===== src/rtl/pcs_40g_tx_am_sched_pkg.sv =====
// Shared types and constants for the 40G PCS transmit alignment-marker scheduler.
// Latency: none (package only).
// Backpressure: none (package only).
// Contents: slot_e slot type, AM header, per-lane AM marker bytes, AM block builder, BIP-8 contribution.
package pcs_40g_pkg;

    typedef enum logic [1:0] {
        SLOT_STALL = 2'd0,
        SLOT_AM    = 2'd1,
        SLOT_DATA  = 2'd2
    } slot_e;

    localparam logic [1:0] AM_HEAD = 2'b01;

    // Marker bytes packed as {M2, M1, M0}, so M0 lands in bits 7:0.
    // Lanes above 3 reuse the lane 3 marker.
    function automatic logic [23:0] am_marker(input int lane);
        case (lane)
            0:       am_marker = {8'h47, 8'h76, 8'h90};
            1:       am_marker = {8'hE6, 8'hC4, 8'hF0};
            2:       am_marker = {8'h9B, 8'h65, 8'hC5};
            default: am_marker = {8'h3D, 8'h79, 8'hA2};
        endcase
    endfunction

    // Byte order on the wire: M0 M1 M2 BIP3 ~M0 ~M1 ~M2 ~BIP3.
    function automatic logic [63:0] am_block(input int lane, input logic [7:0] bip);
        logic [23:0] m;
        m = am_marker(lane);
        return {~bip, ~m, bip, m};
    endfunction

    // Bit j of the result is the parity of bit j across all eight payload bytes.
    // The two sync header bits fold into bits 3 and 4.
    function automatic logic [7:0] bip8_contrib(input logic [63:0] data, input logic [1:0] head);
        logic [7:0] b;
        b = 8'h00;
        for (int k = 0; k < 8; k++) begin
            b = b ^ data[k*8 +: 8];
        end
        b[3] = b[3] ^ head[0];
        b[4] = b[4] ^ head[1];
        return b;
    endfunction

endpackage


===== src/rtl/pcs_40g_tx_am_sched_if.sv =====
// Bus bundle between the scrambler, the AM scheduler and the gearbox.
// Latency: none (wires only).
// Backpressure: ready_o is the only flow control; everything downstream of it is a fixed-latency echo.
// master = scheduler side (drives ready/tx/seq/err); slave = surrounding datapath.
interface pcs_40g_tx_am_sched_if #(
    parameter int LANE_N  = 4,
    parameter int BLOCK_W = 64,
    parameter int HEAD_W  = 2,
    parameter int SEQ_W   = 6
);
    logic                        ready_o;
    logic                        scr_v_i;
    logic [LANE_N*BLOCK_W-1:0]   scr_data_i;
    logic [LANE_N*HEAD_W-1:0]    scr_head_i;
    logic                        tx_v_o;
    logic [LANE_N*BLOCK_W-1:0]   tx_data_o;
    logic [LANE_N*HEAD_W-1:0]    tx_head_o;
    logic [SEQ_W-1:0]            seq_o;
    logic                        err_o;

    modport master (
        output ready_o, tx_v_o, tx_data_o, tx_head_o, seq_o, err_o,
        input  scr_v_i, scr_data_i, scr_head_i
    );

    modport slave (
        input  ready_o, tx_v_o, tx_data_o, tx_head_o, seq_o, err_o,
        output scr_v_i, scr_data_i, scr_head_i
    );
endinterface


===== src/rtl/pcs_40g_tx_am_sched_bip8.sv =====
// Per-lane BIP-8 accumulator over every emitted block, restarting on each AM.
// Latency: bip_o reflects blocks up to the previous cycle (one register).
// Backpressure: none; v_i simply gates accumulation.
// Ports: clk, reset, v_i (block emitted), am_i (block is an AM), head_i, data_i, bip_o.
module pcs_bip8
    import pcs_40g_pkg::*;
(
    input  logic        clk,
    input  logic        reset,
    input  logic        v_i,
    input  logic        am_i,
    input  logic [1:0]  head_i,
    input  logic [63:0] data_i,
    output logic [7:0]  bip_o
);

    logic [7:0] bip_q;
    logic [7:0] bip_d;

    // On an AM the running value has already been placed in the AM by the
    // caller; the new period starts from the AM block's own contribution.
    always_comb begin
        bip_d = bip_q;
        if (v_i) begin
            bip_d = (am_i ? 8'h00 : bip_q) ^ bip8_contrib(data_i, head_i);
        end
    end

    always_ff @(posedge clk) begin
        if (reset) begin
            bip_q <= 8'h00;
        end else begin
            bip_q <= bip_d;
        end
    end

    assign bip_o = bip_q;

endmodule


===== src/rtl/pcs_40g_tx_am_sched.sv =====
// Per-cycle slot scheduler (DATA / AM / gearbox STALL) for the 40G PCS transmit path, with AM insertion and BIP.
// Latency: ready_o -> scrambled echo after PIPE_D cycles -> tx_* one registered cycle later.
// Backpressure: ready_o low on STALL and AM slots; scr_v_i must echo ready_o, disagreement sets sticky err_o.
// Ports: clk, reset, bus (master modport: ready_o, scr_v_i/scr_data_i/scr_head_i, tx_v_o/tx_data_o/tx_head_o, seq_o, err_o).
module pcs_40g_tx_am_sched
    import pcs_40g_pkg::*;
#(
    parameter int LANE_N    = 4,
    parameter int BLOCK_W   = 64,
    parameter int HEAD_W    = 2,
    parameter int SEQ_MAX   = 32,
    parameter int SEQ_W     = $clog2(SEQ_MAX + 1),
    parameter int AM_PERIOD = 16384,
    parameter int PIPE_D    = 2
) (
    input logic                   clk,
    input logic                   reset,
    pcs_40g_tx_am_sched_if.master bus
);

    localparam int BLK_W = (AM_PERIOD > 1) ? $clog2(AM_PERIOD) : 1;

    typedef struct packed {
        slot_e            slot;
        logic [SEQ_W-1:0] seq;
    } pipe_ent_t;

    // ---------------------------------------------------------------
    // Slot decision from registered counters only
    // ---------------------------------------------------------------
    logic [SEQ_W-1:0] seq_q, seq_d;
    logic [BLK_W-1:0] blk_q, blk_d;
    slot_e            slot;

    always_comb begin
        slot = SLOT_DATA;
        if (seq_q == SEQ_W'(SEQ_MAX)) begin
            slot = SLOT_STALL;
        end else if (blk_q == '0) begin
            slot = SLOT_AM;
        end
    end

    // blk_q holds through a STALL, so an AM due on a stall slot lands on the next one.
    always_comb begin
        seq_d = (seq_q == SEQ_W'(SEQ_MAX)) ? '0 : seq_q + SEQ_W'(1);
        blk_d = blk_q;
        if (slot != SLOT_STALL) begin
            blk_d = (blk_q == BLK_W'(AM_PERIOD - 1)) ? '0 : blk_q + BLK_W'(1);
        end
    end

    always_ff @(posedge clk) begin
        if (reset) begin
            seq_q <= '0;
            blk_q <= '0;
        end else begin
            seq_q <= seq_d;
            blk_q <= blk_d;
        end
    end

    assign bus.ready_o = (slot == SLOT_DATA);

    // ---------------------------------------------------------------
    // Slot pipeline matching the encoder/scrambler latency
    // ---------------------------------------------------------------
    pipe_ent_t pipe_q [PIPE_D];
    pipe_ent_t tail;

    always_ff @(posedge clk) begin
        if (reset) begin
            for (int i = 0; i < PIPE_D; i++) begin
                pipe_q[i] <= '{slot: SLOT_STALL, seq: '0};
            end
        end else begin
            pipe_q[0] <= '{slot: slot, seq: seq_q};
            for (int i = 1; i < PIPE_D; i++) begin
                pipe_q[i] <= pipe_q[i-1];
            end
        end
    end

    assign tail = pipe_q[PIPE_D-1];

    // ---------------------------------------------------------------
    // Per-lane block mux and BIP
    // ---------------------------------------------------------------
    logic [LANE_N*BLOCK_W-1:0] emit_data;
    logic [LANE_N*HEAD_W-1:0]  emit_head;
    logic                      emit_v;
    logic                      emit_am;

    assign emit_v  = (tail.slot != SLOT_STALL);
    assign emit_am = (tail.slot == SLOT_AM);

    for (genvar l = 0; l < LANE_N; l++) begin : g_lane
        logic [7:0]         bip;
        logic [BLOCK_W-1:0] lane_data;
        logic [HEAD_W-1:0]  lane_head;

        always_comb begin
            lane_data = bus.scr_data_i[l*BLOCK_W +: BLOCK_W];
            lane_head = bus.scr_head_i[l*HEAD_W +: HEAD_W];
            if (emit_am) begin
                lane_data = am_block(l, bip);
                lane_head = AM_HEAD;
            end
        end

        assign emit_data[l*BLOCK_W +: BLOCK_W] = lane_data;
        assign emit_head[l*HEAD_W +: HEAD_W]   = lane_head;

        pcs_bip8 u_bip8 (
            .clk    (clk),
            .reset  (reset),
            .v_i    (emit_v),
            .am_i   (emit_am),
            .head_i (lane_head),
            .data_i (lane_data),
            .bip_o  (bip)
        );
    end

    // ---------------------------------------------------------------
    // Registered output stage
    // ---------------------------------------------------------------
    logic                      tx_v_q, tx_v_d;
    logic [LANE_N*BLOCK_W-1:0] tx_data_q, tx_data_d;
    logic [LANE_N*HEAD_W-1:0]  tx_head_q, tx_head_d;
    logic [SEQ_W-1:0]          seq_out_q, seq_out_d;
    logic                      err_q, err_d;

    always_comb begin
        tx_v_d    = 1'b0;
        tx_data_d = tx_data_q;
        tx_head_d = tx_head_q;
        seq_out_d = tail.seq;
        err_d     = err_q;
        case (tail.slot)
            SLOT_DATA: begin
                // A missing echo is flagged but the block still goes out to keep the gearbox fed.
                tx_v_d    = 1'b1;
                tx_data_d = emit_data;
                tx_head_d = emit_head;
                if (!bus.scr_v_i) begin
                    err_d = 1'b1;
                end
            end
            SLOT_AM: begin
                tx_v_d    = 1'b1;
                tx_data_d = emit_data;
                tx_head_d = emit_head;
                if (bus.scr_v_i) begin
                    err_d = 1'b1;
                end
            end
            default: begin
                if (bus.scr_v_i) begin
                    err_d = 1'b1;
                end
            end
        endcase
    end

    always_ff @(posedge clk) begin
        if (reset) begin
            tx_v_q    <= 1'b0;
            tx_data_q <= '0;
            tx_head_q <= '0;
            seq_out_q <= '0;
            err_q     <= 1'b0;
        end else begin
            tx_v_q    <= tx_v_d;
            tx_data_q <= tx_data_d;
            tx_head_q <= tx_head_d;
            seq_out_q <= seq_out_d;
            err_q     <= err_d;
        end
    end

    assign bus.tx_v_o    = tx_v_q;
    assign bus.tx_data_o = tx_data_q;
    assign bus.tx_head_o = tx_head_q;
    assign bus.seq_o     = seq_out_q;
    assign bus.err_o     = err_q;

endmodule

===== src/flat_wrapper.sv =====
// flat-port wrapper written by rule: the top's interface ports become plain ports
module pcs_40g_tx_am_sched_flat import pcs_40g_pkg::*;
#(
    parameter int LANE_N    = 4,
    parameter int BLOCK_W   = 64,
    parameter int HEAD_W    = 2,
    parameter int SEQ_MAX   = 32,
    parameter int SEQ_W     = $clog2(SEQ_MAX + 1),
    parameter int AM_PERIOD = 16384,
    parameter int PIPE_D    = 2
)
  (clk, reset, bus_ready_o, bus_tx_v_o, bus_tx_data_o, bus_tx_head_o, bus_seq_o, bus_err_o, bus_scr_v_i, bus_scr_data_i, bus_scr_head_i);
  pcs_40g_tx_am_sched_if #(.LANE_N(LANE_N), .BLOCK_W(BLOCK_W), .HEAD_W(HEAD_W), .SEQ_W(SEQ_W)) bus_i ();
  input logic clk;
  input logic reset;
  output wire logic [$bits(bus_i.ready_o)-1:0] bus_ready_o;
  output wire logic [$bits(bus_i.tx_v_o)-1:0] bus_tx_v_o;
  output wire logic [$bits(bus_i.tx_data_o)-1:0] bus_tx_data_o;
  output wire logic [$bits(bus_i.tx_head_o)-1:0] bus_tx_head_o;
  output wire logic [$bits(bus_i.seq_o)-1:0] bus_seq_o;
  output wire logic [$bits(bus_i.err_o)-1:0] bus_err_o;
  input wire logic [$bits(bus_i.scr_v_i)-1:0] bus_scr_v_i;
  input wire logic [$bits(bus_i.scr_data_i)-1:0] bus_scr_data_i;
  input wire logic [$bits(bus_i.scr_head_i)-1:0] bus_scr_head_i;
  assign bus_ready_o = bus_i.ready_o;
  assign bus_tx_v_o = bus_i.tx_v_o;
  assign bus_tx_data_o = bus_i.tx_data_o;
  assign bus_tx_head_o = bus_i.tx_head_o;
  assign bus_seq_o = bus_i.seq_o;
  assign bus_err_o = bus_i.err_o;
  assign bus_i.scr_v_i = bus_scr_v_i;
  assign bus_i.scr_data_i = bus_scr_data_i;
  assign bus_i.scr_head_i = bus_scr_head_i;
  pcs_40g_tx_am_sched #(.LANE_N(LANE_N), .BLOCK_W(BLOCK_W), .HEAD_W(HEAD_W), .SEQ_MAX(SEQ_MAX), .SEQ_W(SEQ_W), .AM_PERIOD(AM_PERIOD), .PIPE_D(PIPE_D)) u_core (.clk(clk), .reset(reset), .bus(bus_i));
endmodule

===== config.mk =====
export PLATFORM = sky130hd
export DESIGN_NAME = pcs_40g_tx_am_sched_flat
export DESIGN_NICKNAME = d
export VERILOG_FILES = /design/src/rtl/pcs_40g_tx_am_sched_pkg.sv /design/src/rtl/pcs_40g_tx_am_sched_if.sv /design/src/rtl/pcs_40g_tx_am_sched_bip8.sv /design/src/rtl/pcs_40g_tx_am_sched.sv /design/src/flat_wrapper.sv
export SDC_FILE = /design/constraint.sdc
export NUM_CORES = 1
export LEC_CHECK = 0
export ABC_CLOCK_PERIOD_IN_PS = 2200
export CAP_MARGIN = 20
export CORE_MARGIN = 4
export CORE_UTILIZATION = 25
export DETAILED_ROUTE_END_ITERATION = 10
export PLACE_DENSITY = 0.47
export SLEW_MARGIN = 15
export SYNTH_ARGS = -nofsm -noshare
export SYNTH_HDL_FRONTEND = slang
export SYNTH_SLANG_ARGS = --single-unit

===== constraint.sdc =====
create_clock -name clk -period 2.2 [get_ports clk]
set_clock_uncertainty 0.15 [all_clocks]
set_input_delay 0.22 -clock clk [delete_from_list [all_inputs] [get_ports clk]]
set_output_delay 0.22 -clock clk [all_outputs]
set_load 0.1 [all_outputs]

-- Word level (Yosys, flattened, before mapping)
Memory sizes are Yosys's and may differ from the RTL's.
Cells that the tools add are included.
- word-level logic and storage cells: 105
- RAM bits: 16
- output and inout bits: 273
- memories: 1
- bits in registers: 324
- memories (name ; words ; width ; read ports ; clocked after memory_dff ; wr ports ; RTL line ; text):
    u_core.pipe_q ; 2 ; 8 ; 2 ; 0 ; 2 ; pcs_40g_tx_am_sched.sv:68 ; pipe_ent_t pipe_q [PIPE_D];
- reductions and logical operators: 7
- multiplexer cells: 28
- bitwise gates (word level): 50
- $add $sub $neg: 2
- equal/unequal tests: 6
- operators with widths (operator ; count):
    two-way mux 64 bit ; 4
    bitwise XOR 8 bit ; 32
    two-way mux 24 bit ; 4
    NOT 24 bit ; 4
    two-way mux 8 bit ; 6
    NOT 8 bit ; 4
    adder 14 x 1 -> 14 bit (second input constant) ; 1
    == test 14 bit (second input constant) ; 1
    logical NOT 14 bit ; 1
    two-way mux 14 bit ; 1
    two-way mux 2 bit ; 6
    bitwise XOR 1 bit ; 8
    two-way mux 1 bit ; 7
    adder 6 x 1 -> 6 bit (second input constant) ; 1
    == test 6 bit (second input constant) ; 1
    nonzero test 2 bit ; 3
    == test 2 bit (second input constant) ; 2
    OR reduction 2 bit ; 2
    == test 2 x 1 -> 1 bit (second input constant) ; 1
    != test 2 bit (second input constant) ; 1
    bitwise OR 1 bit ; 2
    AND reduction 2 bit ; 1

-- Longest topological paths before layout
- depth after elaboration: 13
- gate-level depth with buffers: 8
- depth with buffers taken out: 7

-- By module
A second synthesis with hierarchy kept.
- cells, all modules: 1841
- area total of the unflattened synthesis: 16668.5 µm²
- by module, submodules not included (module ; area each (µm²) ; cells an instance ; times used):
    pcs_40g_tx_am_sched ; 12979.9 ; 1417 ; 1
    pcs_bip8 ; 922.1 ; 106 ; 4

-- Least setup slack after synthesis
No wires, ideal clock.
- path kind: flip-flop to output port
- from: register u_core.seq_q[0]
- to: output bus_ready_o
- required time: 1.830 ns
- stages on the path, launching flop included: 6
- path buffers: 0
- data arrival time: 2.091 ns
- path slack: -0.261 ns
- path through: dfxtp_1 -> inv_1 -> ha_1 -> nand4bb_1 -> nor2_1 -> nor2_1
- cells in the longest elaborated chain, start to end: 3
- ends and longest elaborated chain (element ; RTL line ; text):
    from (decl) ; pcs_40g_tx_am_sched.sv:31 ; logic [SEQ_W-1:0] seq_q, seq_d;
    from (signal assigned) ; pcs_40g_tx_am_sched.sv:58 ; seq_q <= seq_d;
    == test 6 bit ; pcs_40g_tx_am_sched.sv:37 ; if (seq_q == SEQ_W'(SEQ_MAX)) begin
    two-way mux 2 bit ; pcs_40g_tx_am_sched.sv:37 ;
    == test 2 bit ; pcs_40g_tx_am_sched.sv:63 ; assign bus.ready_o = (slot == SLOT_DATA);
    to (decl) ; flat_wrapper.sv:16 ; output wire logic [$bits(bus_i.ready_o)-1:0] bus_ready_o;
Every way passes these cells.

-- Worst setup path in the final report
- from: register u_core.blk_q[2]
- to: output bus_ready_o
- cells in the longest elaborated chain, start to end: 4
- ends and longest elaborated chain (element ; RTL line ; text):
    from (decl) ; pcs_40g_tx_am_sched.sv:32 ; logic [BLK_W-1:0] blk_q, blk_d;
    from (signal assigned) ; pcs_40g_tx_am_sched.sv:59 ; blk_q <= blk_d;
    logical NOT 14 bit ; pcs_40g_tx_am_sched.sv:39 ; end else if (blk_q == '0) begin
    two-way mux 2 bit ; pcs_40g_tx_am_sched.sv:39 ;
    two-way mux 2 bit ; pcs_40g_tx_am_sched.sv:37 ;
    == test 2 bit ; pcs_40g_tx_am_sched.sv:63 ;
Every way passes these cells.

==> impl_metrics.yaml <==
final_layout:
  drive_above_1_share_pct: 18.8
  multiInputGateArea_um2: 7430
  syn2layout_area_growth_pct: 50.1
  nets: 2450
  regArea_um2: 6820
  final_cells: 2975
  n_fill_cell: 5927
die:
  ios: 540
  die_w_um: 250
  dieArea_um2: 62500
  start_util_pct: 25.3
  coreArea_um2: 57800
  die_y_um: 250
  row_count: 88
clock_network:
  numCtsBuffers: 43
  clkLatencyLatePin_ns: 0.55
  cts.reportedPaths.clkPinSlew_ns: 0.06
  htreeDepth: 2
  cts.root.buffer_cell: "clkbuf_16"
  clockBufferDepth: 3
  cts_tree: "yes"
  cts.sinks: 340
synthesis:
  synth.most_common_cell: "dfxtp_1"
  ys_seq_area_share_pct: 46.5
  synth_top_area_share_pct: 46.5
  avgSynthCellArea_um2: 8.84
  ys_ff_latch: 340
  yosys_warnings: 0
  syn-num-nets: 1932
  yosys-top-cells-count: "340 x dfxtp_1, 323 x nor2_1, 211 x xnor2_1"
  synth-async-reset-ratio_pct: 0
  synth_edf_count: 0
  yosysTopAreaCell: "dfxtp_1"
  synth_cell_type_count: 39
  yosys-top-cells-area: "dfxtp_1 46%, xnor2_1 13%, nor2_1 8.3%"
  synth_cells: 1658
  synth_top_flop_cell: "dfxtp_1"
  netlist_area_um2: 14700
critical_path:
  crit_cells: 5
  path_cells: "or4_4 -> nor4_2 -> buf_4 -> nor2_2 -> buf_12"
  crit_buf_inv: 2
  required_ns: 1.83
  cp_top_family: "simple AND/OR/NAND/NOR gates"
  worst_setup_path_start_kind: "register"
  worstPathArrival_ns: 2.02
  cp_max_fo: 2
  cp-end-kind: "output pin"
  crit_slowest_cell: "or4_4"
  reg2regPathDepth: 5
  slowest_delay_ns: 0.50
  critical_path_class: "register to output pin"
global_routing:
  grt_pass1_vias: 13400
  grt_max_degree: 129
  grt_first_pass_wirelength_um: 87500
  overflow: 0
  grt_usage_pct: 18.0
  antenna_found_initial: 3
detailed_routing:
  dr_total_vias: 13600
  dr.pass1.iters: 6
  drc: 0
  drtIter0Drc: 710
  wirelength_um: 59400
  postRouteAntennaNets: 0
  wl_per_cell_um: 20.0
  drt-vias-per-instance: 4.57
timing:
  setup_tns_ns: -0.188
  period_share_pct: 109
  worstMarginPinSlew_ns: 0.764
  rsz0062_at_grt: "yes"
  period_needed_ns: 2.39
  fmax_mhz: 419
  whs_ns: 0.170
  finalWorstSetupSlack_ns: -0.188
  slew_headroom_pct: 49.1
  drv_slew: 0
  setup_violations: 1
  final_hold_viol_count: 0
place:
  place_congestion: 0.815
  io_buffers: 539
  place_inst: 2889
  hpwl_um: 43500
pwr:
  netSwitchingFraction_pct: 40.2
  power_frac_clock_pct: 31.5
  p_leak_nw: 8.70
  p_switching_mw: 9.20
  p_comb_share_pct: 36.7
  p_int_mw: 13.7
  ir_drop_mv: 0.516
  power_frac_seq_pct: 31.8
  p_per_area_nw_per_um2: 1040
run:
  max-cap-violations: 0
worst_hold_path:
  worstHoldPathType: "input pin to register"
  whs_path_depth: 3
status:
  status: "finished with violations"
  violations: "setup timing"
## worst paths after layout
check / to / slack [ns] / start
worst max-delay path: bus_ready_o / -0.19 / u_core.blk_q[2]
worst min-delay path: u_core.bus.tx_data_o[225] / 0.17 / bus_scr_data_i[225]
worst max register to register: u_core.bus.tx_data_o[30] / 0.15 / u_core.pipe_q[0][14]
worst min register to register: u_core.pipe_q[0][8] / 0.28 / u_core.pipe_q[0][0]
## metrics by stage
stage / util [%] / power [mW] / setup WS (ns) / area, µm²
3_3_place_gp: 35.3 / 15.8 / -0.235 / 20400
5_1_grt: 38.0 / 23.9 / -0.287 / 22000
6_report: 38.0 / 22.9 / -0.188 / 22000
4_1_cts: 38.0 / 23.2 / -0.173 / 22000
3_5_place_dp: 35.3 / 15.8 / -0.163 / 20400
2_1_floorplan: - / 13.3 / 0.193 / 14700
## cells in the final DEF (no fill, tap or decap), types with 10 or more instances in the layout
cell type          n
a211oi_1          64
a21oi_1          136
a31oi_1           28
buf_12            15
buf_4            307
clkbuf_16         45
clkbuf_8          14
clkdlybuf4s50_1  265
dfxtp_1          335
inv_1             10
mux2i_1           35
nand2_1           38
nand3_1           35
nor2_1           322
nor2b_1          119
o22ai_1          100
or3_1             28
xnor2_1          211
xor2_1            20
## power by group through the flow
stage / clock network, mW / registers, mW / logic, mW
final: 7.22 / 7.27 / 8.42
after CTS: 7.46 / 7.27 / 8.49
after detailed placement: 0 / 7.40 / 8.45
after floorplan: 0 / 11.0 / 2.35
after global placement: 0 / 7.38 / 8.41
after global routing: 7.70 / 7.35 / 8.85
## cell families after synthesis
kind of cell | share of synthesized area [%]
compound gates | 14.1
mux | 2.39
buf+inv | 3.47
flops | 46.5
simple gates | 17.8
fa+ha+maj | 0.598
xor+xnor | 15.2
## layout make-up
| type | count | area share, % |
|---|---|---|
| clock inverters | 9 | 0.450 |
| diodes | 3 | 0.0341 |
| flip-flops and latches | 340 | 31.0 |
| repair buffers | 589 | 24.0 |
| clock buffers | 67 | 6.13 |
| well taps | 765 | 4.35 |
| inverters | 13 | 0.233 |
| multi-input cells | 1189 | 33.8 |
## flip-flops by register name, indices dropped and copies added, names as in the netlist
| signal | count |
|---|---|
| u_core.blk_q | 14 |
| u_core.bus.err_o | 1 |
| u_core.bus.seq_o | 6 |
| u_core.bus.tx_data_o | 256 |
| u_core.bus.tx_head_o | 8 |
| u_core.bus.tx_v_o | 1 |
| u_core.g_lane.u_bip8.bip_o | 32 |
| u_core.pipe_q | 16 |
| u_core.seq_q | 6 |
## what timing repair did
action / in CTS / in global routing
hold endpoints to repair: 32 / 0
resized for setup: 12 / 3
setup endpoints to repair: 1 / 2
pin swaps: 3 / 2
buffers inserted: 5 / 1
hold buffers: 1 / 0
## per-layer routing
metal	share of wire, %	GRT usage [%]	wire length [µm]
met1	43	23.4	25800
met3	6.1	4.32	3590
met4	2.1	4.37	1240
met5	0	0	0
met2	48	30.3	28700
## tightest hold or removal path, stage by stage
cell,delay (ns)
clkdlybuf4s50_1,0.43
a21oi_1,0.13
nor2_1,0.04
Power figures use the tool's default switching activity.
